==> config.mk <==
export PLATFORM = sky130hd
export DESIGN_NAME = tick_countdown_timer
export DESIGN_NICKNAME = d
export VERILOG_FILES = /design/src/rtl/timer_pkg.sv /design/src/rtl/bcd_down_digit.sv /design/src/rtl/tick_countdown_timer.sv
export SDC_FILE = /design/constraint.sdc
export NUM_CORES = 1
export LEC_CHECK = 0
export CORE_AREA = 2 2 54 56
export CTS_CLUSTER_SIZE = 40
export DETAILED_ROUTE_END_ITERATION = 7
export DIE_AREA = 0 0 56 58
export GPL_ROUTABILITY_DRIVEN = 0
export PLACE_DENSITY = 0.8
export SYNTH_ARGS = -nofsm -noshare
export SYNTH_HDL_FRONTEND = slang
export SYNTH_SLANG_ARGS = --single-unit
==> constraint.sdc <==
create_clock -name clk -period 4.2 [get_ports clk]
set_input_delay 0.84 -clock clk [delete_from_list [all_inputs] [get_ports clk]]
set_output_delay 0.84 -clock clk [all_outputs]
set_load 0.02 [all_outputs]
==> src/rtl/timer_pkg.sv <==
// Shared types and constants for the tick countdown timer.
package timer_pkg;

  typedef enum logic [1:0] {IDLE, RUN, PAUSE, EXPIRED} timer_state_t;

  typedef logic [3:0] bcd_t;

  typedef struct packed {
    bcd_t mt;
    bcd_t mo;
    bcd_t st;
    bcd_t so;
  } mmss_t;

  localparam bcd_t SEC_TENS_MAX = 4'd5;
  localparam bcd_t DIGIT_MAX    = 4'd9;

  // Clamp each preset digit to the largest value its position may hold.
  function automatic mmss_t sat_preset(input mmss_t p, input bcd_t mt_max);
    mmss_t r;
    r.mt = (p.mt > mt_max)       ? mt_max       : p.mt;
    r.mo = (p.mo > DIGIT_MAX)    ? DIGIT_MAX    : p.mo;
    r.st = (p.st > SEC_TENS_MAX) ? SEC_TENS_MAX : p.st;
    r.so = (p.so > DIGIT_MAX)    ? DIGIT_MAX    : p.so;
    return r;
  endfunction

endpackage

==> src/rtl/bcd_down_digit.sv <==
// One BCD down-counting digit; borrows out and wraps to MAX when decremented from 0.
module bcd_down_digit
  import timer_pkg::*;
#(
  parameter bcd_t MAX = 4'd9
) (
  input  logic clk,
  input  logic reset,
  input  logic load,
  input  bcd_t ld_val,
  input  logic dec,
  output bcd_t digit,
  output logic borrow
);

  bcd_t digit_q;

  always_ff @(posedge clk) begin
    if (reset) begin
      digit_q <= '0;
    end else if (load) begin
      digit_q <= ld_val;
    end else if (dec) begin
      digit_q <= (digit_q == '0) ? MAX : digit_q - 4'd1;
    end
  end

  assign digit  = digit_q;
  assign borrow = dec && (digit_q == '0);

endmodule

==> src/rtl/tick_countdown_timer.sv <==
// MM:SS countdown driven by a slow tick strobe, four chained BCD digits.
// Optional warn blink in the final seconds is enabled by defining TIMER_WARN_BLINK_EN.
module tick_countdown_timer
  import timer_pkg::*;
#(
  parameter int unsigned WARN_SEC     = 10,
  parameter int unsigned MIN_TENS_MAX = 9
) (
  input  logic        clk,
  input  logic        reset,
  input  logic        tick,
  input  logic        load,
  input  logic        start,
  input  logic        pause,
  input  logic [15:0] preset_bcd,
  output logic [15:0] time_bcd,
  output logic        running,
  output logic        expired,
  output logic        warn
);

  localparam bcd_t MtMax = bcd_t'(MIN_TENS_MAX);

  timer_state_t state_q;
  logic         tick_q, running_q, expired_q;
  logic         tick_rise, do_dec, at_one, is_zero;
  logic         b_so, b_st, b_mo, b_mt;
  mmss_t        ld_val, cur;

  assign tick_rise = tick & ~tick_q;
  assign do_dec    = (state_q == RUN) && !load && !pause && tick_rise;
  assign ld_val    = sat_preset(mmss_t'(preset_bcd), MtMax);
  assign at_one    = (cur == mmss_t'(16'h0001));
  assign is_zero   = (cur == mmss_t'(16'h0000));

  bcd_down_digit #(.MAX(DIGIT_MAX)) u_so (
    .clk(clk), .reset(reset), .load(load), .ld_val(ld_val.so), .dec(do_dec),
    .digit(cur.so), .borrow(b_so)
  );
  bcd_down_digit #(.MAX(SEC_TENS_MAX)) u_st (
    .clk(clk), .reset(reset), .load(load), .ld_val(ld_val.st), .dec(b_so),
    .digit(cur.st), .borrow(b_st)
  );
  bcd_down_digit #(.MAX(DIGIT_MAX)) u_mo (
    .clk(clk), .reset(reset), .load(load), .ld_val(ld_val.mo), .dec(b_st),
    .digit(cur.mo), .borrow(b_mo)
  );
  bcd_down_digit #(.MAX(MtMax)) u_mt (
    .clk(clk), .reset(reset), .load(load), .ld_val(ld_val.mt), .dec(b_mo),
    .digit(cur.mt), .borrow(b_mt)
  );

  always_ff @(posedge clk) begin
    if (reset) begin
      state_q   <= IDLE;
      tick_q    <= 1'b0;
      running_q <= 1'b0;
      expired_q <= 1'b0;
    end else begin
      tick_q    <= tick;
      expired_q <= 1'b0;
      if (load) begin
        state_q   <= IDLE;
        running_q <= 1'b0;
      end else begin
        unique case (state_q)
          IDLE: begin
            if (!pause && start && !is_zero) begin
              state_q   <= RUN;
              running_q <= 1'b1;
            end
          end
          RUN: begin
            if (pause) begin
              state_q   <= PAUSE;
              running_q <= 1'b0;
            end else if (tick_rise && at_one) begin
              state_q   <= EXPIRED;
              running_q <= 1'b0;
              expired_q <= 1'b1;
            end
          end
          PAUSE: begin
            if (!pause && start) begin
              state_q   <= RUN;
              running_q <= 1'b1;
            end
          end
          EXPIRED: ;
          default: ;
        endcase
      end
    end
  end

`ifdef TIMER_WARN_BLINK_EN
  // Toggle when the post-decrement value is at or under the threshold, i.e. cur <= WARN_SEC+1.
  localparam logic [15:0] WarnThr = {8'h00, 4'(WARN_SEC / 10), 4'(WARN_SEC % 10)};
  localparam logic [15:0] WarnP1  = {8'h00, 4'((WARN_SEC + 1) / 10), 4'((WARN_SEC + 1) % 10)};

  logic warn_q;

  always_ff @(posedge clk) begin
    if (reset || load) begin
      warn_q <= 1'b0;
    end else if (state_q == RUN && !pause) begin
      if (tick_rise) begin
        if (at_one)                     warn_q <= 1'b0;
        else if (cur <= mmss_t'(WarnP1)) warn_q <= ~warn_q;
        else                            warn_q <= 1'b0;
      end else if (cur > mmss_t'(WarnThr)) begin
        warn_q <= 1'b0;
      end
    end
  end

  assign warn = warn_q;
`else
  assign warn = 1'b0;
`endif

  assign time_bcd = cur;
  assign running  = running_q;
  assign expired  = expired_q;

endmodule

Word level (Yosys, flattened, before mapping)
Index checks and enable logic that the tools add are counted.
- output and inout port bits: 19
- input port bits: 22
- logic and storage cells: 78
- register bits after elaboration: 21
- mux-type cells: 27
- bitwise gates (word level): 3
- add/sub/neg operators: 4
- equal/unequal tests: 6
- order comparisons: 4
- reduce and logical (&&, ||, !) cells: 26
- operators by type and width (cell ; number):
    two-way mux 4 bit ; 16
    == test 16 x 1 -> 1 bit (second input constant) ; 1
    zero test 16 bit ; 1
    zero test 4 bit ; 4
    subtractor 4 x 1 -> 4 bit (second input constant) ; 4
    greater-than comparator 4 bit (second input constant) ; 3
    logical AND 1 bit ; 9
    two-way mux 2 bit ; 4
    nonzero test 2 bit ; 4
    one-hot mux 2 bit (3 select lines) ; 1
    two-way mux 1 bit ; 5
    greater-than comparator 4 x 3 -> 1 bit (second input constant) ; 1
    inequality test 2 bit (second input constant) ; 2
    AND reduction 4 bit ; 1
    OR reduction 4 bit ; 1
    zero test 1 bit ; 3
    inequality test 3 x 2 -> 1 bit (second input constant) ; 1
    one-hot mux 1 bit (3 select lines) ; 1
    nonzero test 3 bit ; 1
    == test 2 x 1 -> 1 bit (second input constant) ; 1
    == test 2 bit (second input constant) ; 1
    zero test 2 bit ; 1
    inverter 1 bit ; 2
    OR reduction 2 bit ; 1
    AND 1 bit ; 1

Longest topological paths before layout
- depth in word-level cells: 9
- mapped depth: 6
- gate-level depth less buffers: 4

Cells and area by module
A second synthesis with hierarchy kept.
- cell total of the unflattened synthesis: 152
- area, all modules: 1318.8 um2
- modules (own cells, without submodules) (module ; times used ; sequential area each (um2) ; area an instance (um2) ; cells each):
    bcd_down_digit at u_mo ... ; 3 ; 80.1 ; 221.5 ; 24
    tick_countdown_timer ; 1 ; 100.1 ; 450.4 ; 57
    bcd_down_digit at u_st ; 1 ; 80.1 ; 203.9 ; 23

Worst setup path after synthesis
Ideal clock, no wire load.
- path kind: input-to-reg
- start point: in pause
- end point: reg u_mo.digit_q[3] (netlist: u_mo.digit[3])
- data arrival time: 2.326 ns
- buffers on the path: 2
- library setup time: 0.091 ns
- cell stages on the path: 6
- path slack: 1.783 ns
- cells stage by stage: or3b_1 > buf_2 > or3_1 > clkbuf_2 > or3_1 > a311oi_1
- word-level cells in the longest chain between the ends: 6
- RTL lines (item ; RTL line ; text):
    start, declared ; tick_countdown_timer.sv:14 ; input logic pause,
    zero test 1 bit ; tick_countdown_timer.sv:31 ; assign do_dec = (state_q == RUN) && !load && !pause && tick_rise;
    logical AND 1 bit (2 in a row) ; tick_countdown_timer.sv:31 ;
    logical AND 1 bit (2 in a row) ; bcd_down_digit.sv:29 ; assign borrow = dec && (digit_q == '0);
    nonzero test 2 bit (no source line) ; - ;
    end signal, assigned ; bcd_down_digit.sv:22 ; digit_q <= ld_val;
    end signal, assigned ; bcd_down_digit.sv:24 ; digit_q <= (digit_q == '0) ? MAX : digit_q - 4'd1;
    end, declared ; bcd_down_digit.sv:16 ; bcd_t digit_q;
Every way passes these cells.
A chain may end at the register's enable or synchronous reset.

Final worst setup path
- start point: in load
- end point: reg u_mo.digit_q[2] (netlist: u_mo.digit[2])
- word-level cells in the longest chain between the ends: 7
- RTL lines (item ; RTL line ; text):
    start, declared ; tick_countdown_timer.sv:12 ; input logic load,
    zero test 1 bit ; tick_countdown_timer.sv:31 ;
    logical AND 1 bit (3 in a row) ; tick_countdown_timer.sv:31 ;
    logical AND 1 bit (2 in a row) ; bcd_down_digit.sv:29 ;
    nonzero test 2 bit (no source line) ; - ;
Parallel ways exist; a longest one is shown, timed or not.

==> reports/metrics.yaml <==
outcome:
  status: "finished clean"
global_route:
  grt_pass1_vias: 1203
  overflow: 0
  grt_pass1_wl_um: 5306
  antenna_found_initial: 0
  grt_max_degree: 20
  grt_use_total: 0.2048
logic_synthesis:
  yosys.area.top_type: "dfxtp_1"
  yosys_warnings: 0
  synth_edf_count: 0
  synthMuxAreaShare: 0
  synthAdderAreaFrac: 0
  synth_nets: 170
  synth_top_cell_area_share: 0.3485
  yosysUniqueCellTypes: 48
  ys.flop_type: "dfxtp_1"
  synth.area.top_cells: "dfxtp_1 (35%), or3_1 (3.6%), a21oi_1 (3.3%), nor2_1 (3.1%), or2_2 (3.1%)"
  syn_avg_cell_area_um2: 8.150
  async_reset_ff_frac: 0
  synth_xor_area_frac: 0.02178
  yosysSeqAreaShare: 0.3485
  synth-compound-area-share: 0.2593
  synthesis.area_um2: 1206
  yosys.area_share.simple: 0.3174
  post-synth-top-count-cell: "dfxtp_1"
  synth_top_family_by_area: "simple AND/OR/NAND/NOR gates"
  synthCells: 148
  yosys-top-cells-count: "dfxtp_1 (21), nor2_1 (10), a21oi_1 (8), nand2_1 (7), or3_1 (7)"
  ys_ff_latch: 21
critical_path:
  path_cells: "clkdlybuf4s50_1 -> or3b_1 -> nor3_1 -> nand4b_1 -> a311oi_1"
  setup.worst_path.class: "primary input to flop"
  setup.worst_path.start: "load"
  r2r_cells: 4
  setup.worst_path.start_class: "primary input"
  cpPeakStageDelay_ns: 0.67
  end_kind: "flop"
  rr_startpoint: "u_so.digit[2]"
  cp_max_fo: 14
  cp_data_required_time_ns: 4.43
  critical-path-top-delay-family: "simple AND/OR/NAND/NOR gates"
  r2r-end: "u_mo.digit[2]"
  crit_buf_inv: 1
  crit_arrival_ns: 3.15
  slowest_stage: "clkdlybuf4s50_1"
  r2r_slack_ns: 2.09
cells_and_area:
  drive_gt1_frac: 0.07104
  fin_nets: 206
  multiInputGateArea_um2: 725.7
  regArea_um2: 420.4
  fill_cells: 245
  syn_to_final_growth_pct: 34.75
  n_antenna_cell: 0
die:
  die-width_um: 56
  io-pin-count: 41
  die_area_um2: 3248
  initial_utilization: 0.4530
  core_area_um2: 2663
  fp.dieH_um: 58
  num_rows: 19
timing:
  max_freq_mhz: 342.3
  relSlewSlack: 0.4863
  rsz0062_at_grt: "no"
  final_hold_viol_count: 0
  fin_crit_ns: 2.921
  drv_slew: 0
  finalSetupViolCount: 0
  skew_ns: 0.002853
  setup_tns_ns: 0
  setup_slack_ns: 1.279
  tightestPinTransition_ns: 0.7647
  period_share: 0.6956
place:
  io_buffer_count: 39
  dpl_worst_slack_ns: 0.9345
  dp_hpwl_um: 2405
cts:
  htreeDepth: 1
  cts_setup_buffers: 0
  clk_latency_ns: 0.32
  cts_resized: 0
  tritoncts: "done"
  clock_path_buffers: 2
  cts_hold_buffers: 0
  numCtsBuffers: 3
  root_buffer: "clkbuf_4"
  clock-sinks: 21
  cts.clk_slew.worst_paths_ns: 0.12
run:
  cap_viol_max_count: 0
routing:
  vias: 1315
  wl_um: 3231
  viasPerCell: 6.145
  drc_errors: 0
  first_iter_violations: 51
  postRouteAntennaNets: 0
  wire_per_inst_um: 15.10
  drt-pass1-iter-count: 4
worst_hold_path:
  hold_path_end: "u_st.digit[3]"
  min_path_cells: 2
  hp-class: "flop to flop"
  hp-start: "u_st.digit[3]"
power_and_ir_drop:
  peakVddDrop_mv: 0.1817
  power.density_nw_per_um2: 271.1
  power.leakage_nw: 0.5792
[per-stage QoR]
step | hold slack (ns) | util | cells | power, W | area, um2
floorplan | 0.4745 | - | 148 | 0.0002884 | 1206
global placement | 0.4744 | 0.6001 | 210 | 0.0003365 | 1598
detailed placement | 0.4795 | 0.6001 | 210 | 0.0003392 | 1598
CTS | 0.4969 | 0.6104 | 214 | 0.0004417 | 1625
global route | 0.5167 | 0.6104 | 214 | 0.0004611 | 1625
finish | 0.4947 | 0.6104 | 214 | 0.0004407 | 1625
[routing by layer]
| layer | wire [um] | share of wire | vias to the layer above | GRT usage |
|---|---|---|---|---|
| met2 | 1593 | 0.49 | 45 | 0.3445 |
| met5 | 0 | 0 | - | 0 |
| met1 | 1399 | 0.43 | 620 | 0.2587 |
| met4 | 93 | 0.029 | 0 | 0.09524 |
| li1 | - | - | 639 | - |
| met3 | 146 | 0.045 | 11 | 0.03348 |
[state kept, by name, indices dropped and copies added (netlist names)]
signal and cells:
running 1, tick_q 1, u_mo.digit 4, state_q 2
expired 1, u_mt.digit 4, u_so.digit 4, u_st.digit 4
[worst register-to-register path, cell delays in order (launching register included)]
cell and delay [ns]:
dfxtp_1 0.39, or4_4 0.59, nor3_1 0.61, nand4b_1 0.16, a311oi_1 0.27
[placed cells by master, fill, tap and decap left out, types with 5 or more instances in the layout]
cell | synthesis | layout
o21ai_0 | 6 | 6
inv_1 | 5 | 5
dfxtp_1 | 21 | 21
or2_2 | 6 | 6
nor2_1 | 10 | 10
nor3_1 | 5 | 5
nand2_1 | 7 | 7
or3_1 | 7 | 7
nor4_1 | 5 | 5
a21oi_1 | 8 | 8
clkdlybuf4s50_1 | 0 | 39
[cell type report]
class                           count  area share
Multi-Input combinational cell    113      0.4465
Clock inverter                      1    0.003079
Tap cell                           31     0.02386
Inverter                            6     0.01386
Sequential cell                    21      0.2587
Timing Repair Buffer               39      0.2402
Clock buffer                        3     0.01386
[cell families (layout without fill, tap and decap cells)]
group	Yosys count	count (layout)
AO/OA/AOI/OAI	44	44
XOR/XNOR	3	3
buffers and inverters	14	49
flip-flops	21	21
other	1	1
AND/OR/NAND/NOR	65	65
[where the power goes]
group / internal (W) / switching [W]
registers: 0.000210 / 0.0000133
clock network: 0.0000357 / 0.0000693
logic: 0.0000580 / 0.0000547
[worst max path at each step]
stage,slack (ns),cells after the start,end
after floorplan,1.78,6,u_mo.digit[3]
after global placement,1.06,5,u_mo.digit[3]
after detailed placement,0.93,5,u_mo.digit[2]
after CTS,1.28,5,u_mo.digit[2]
after global routing,1.08,5,u_mo.digit[2]
final,1.28,5,u_mo.digit[2]
Note: power is estimated with default switching activity, not from simulation.
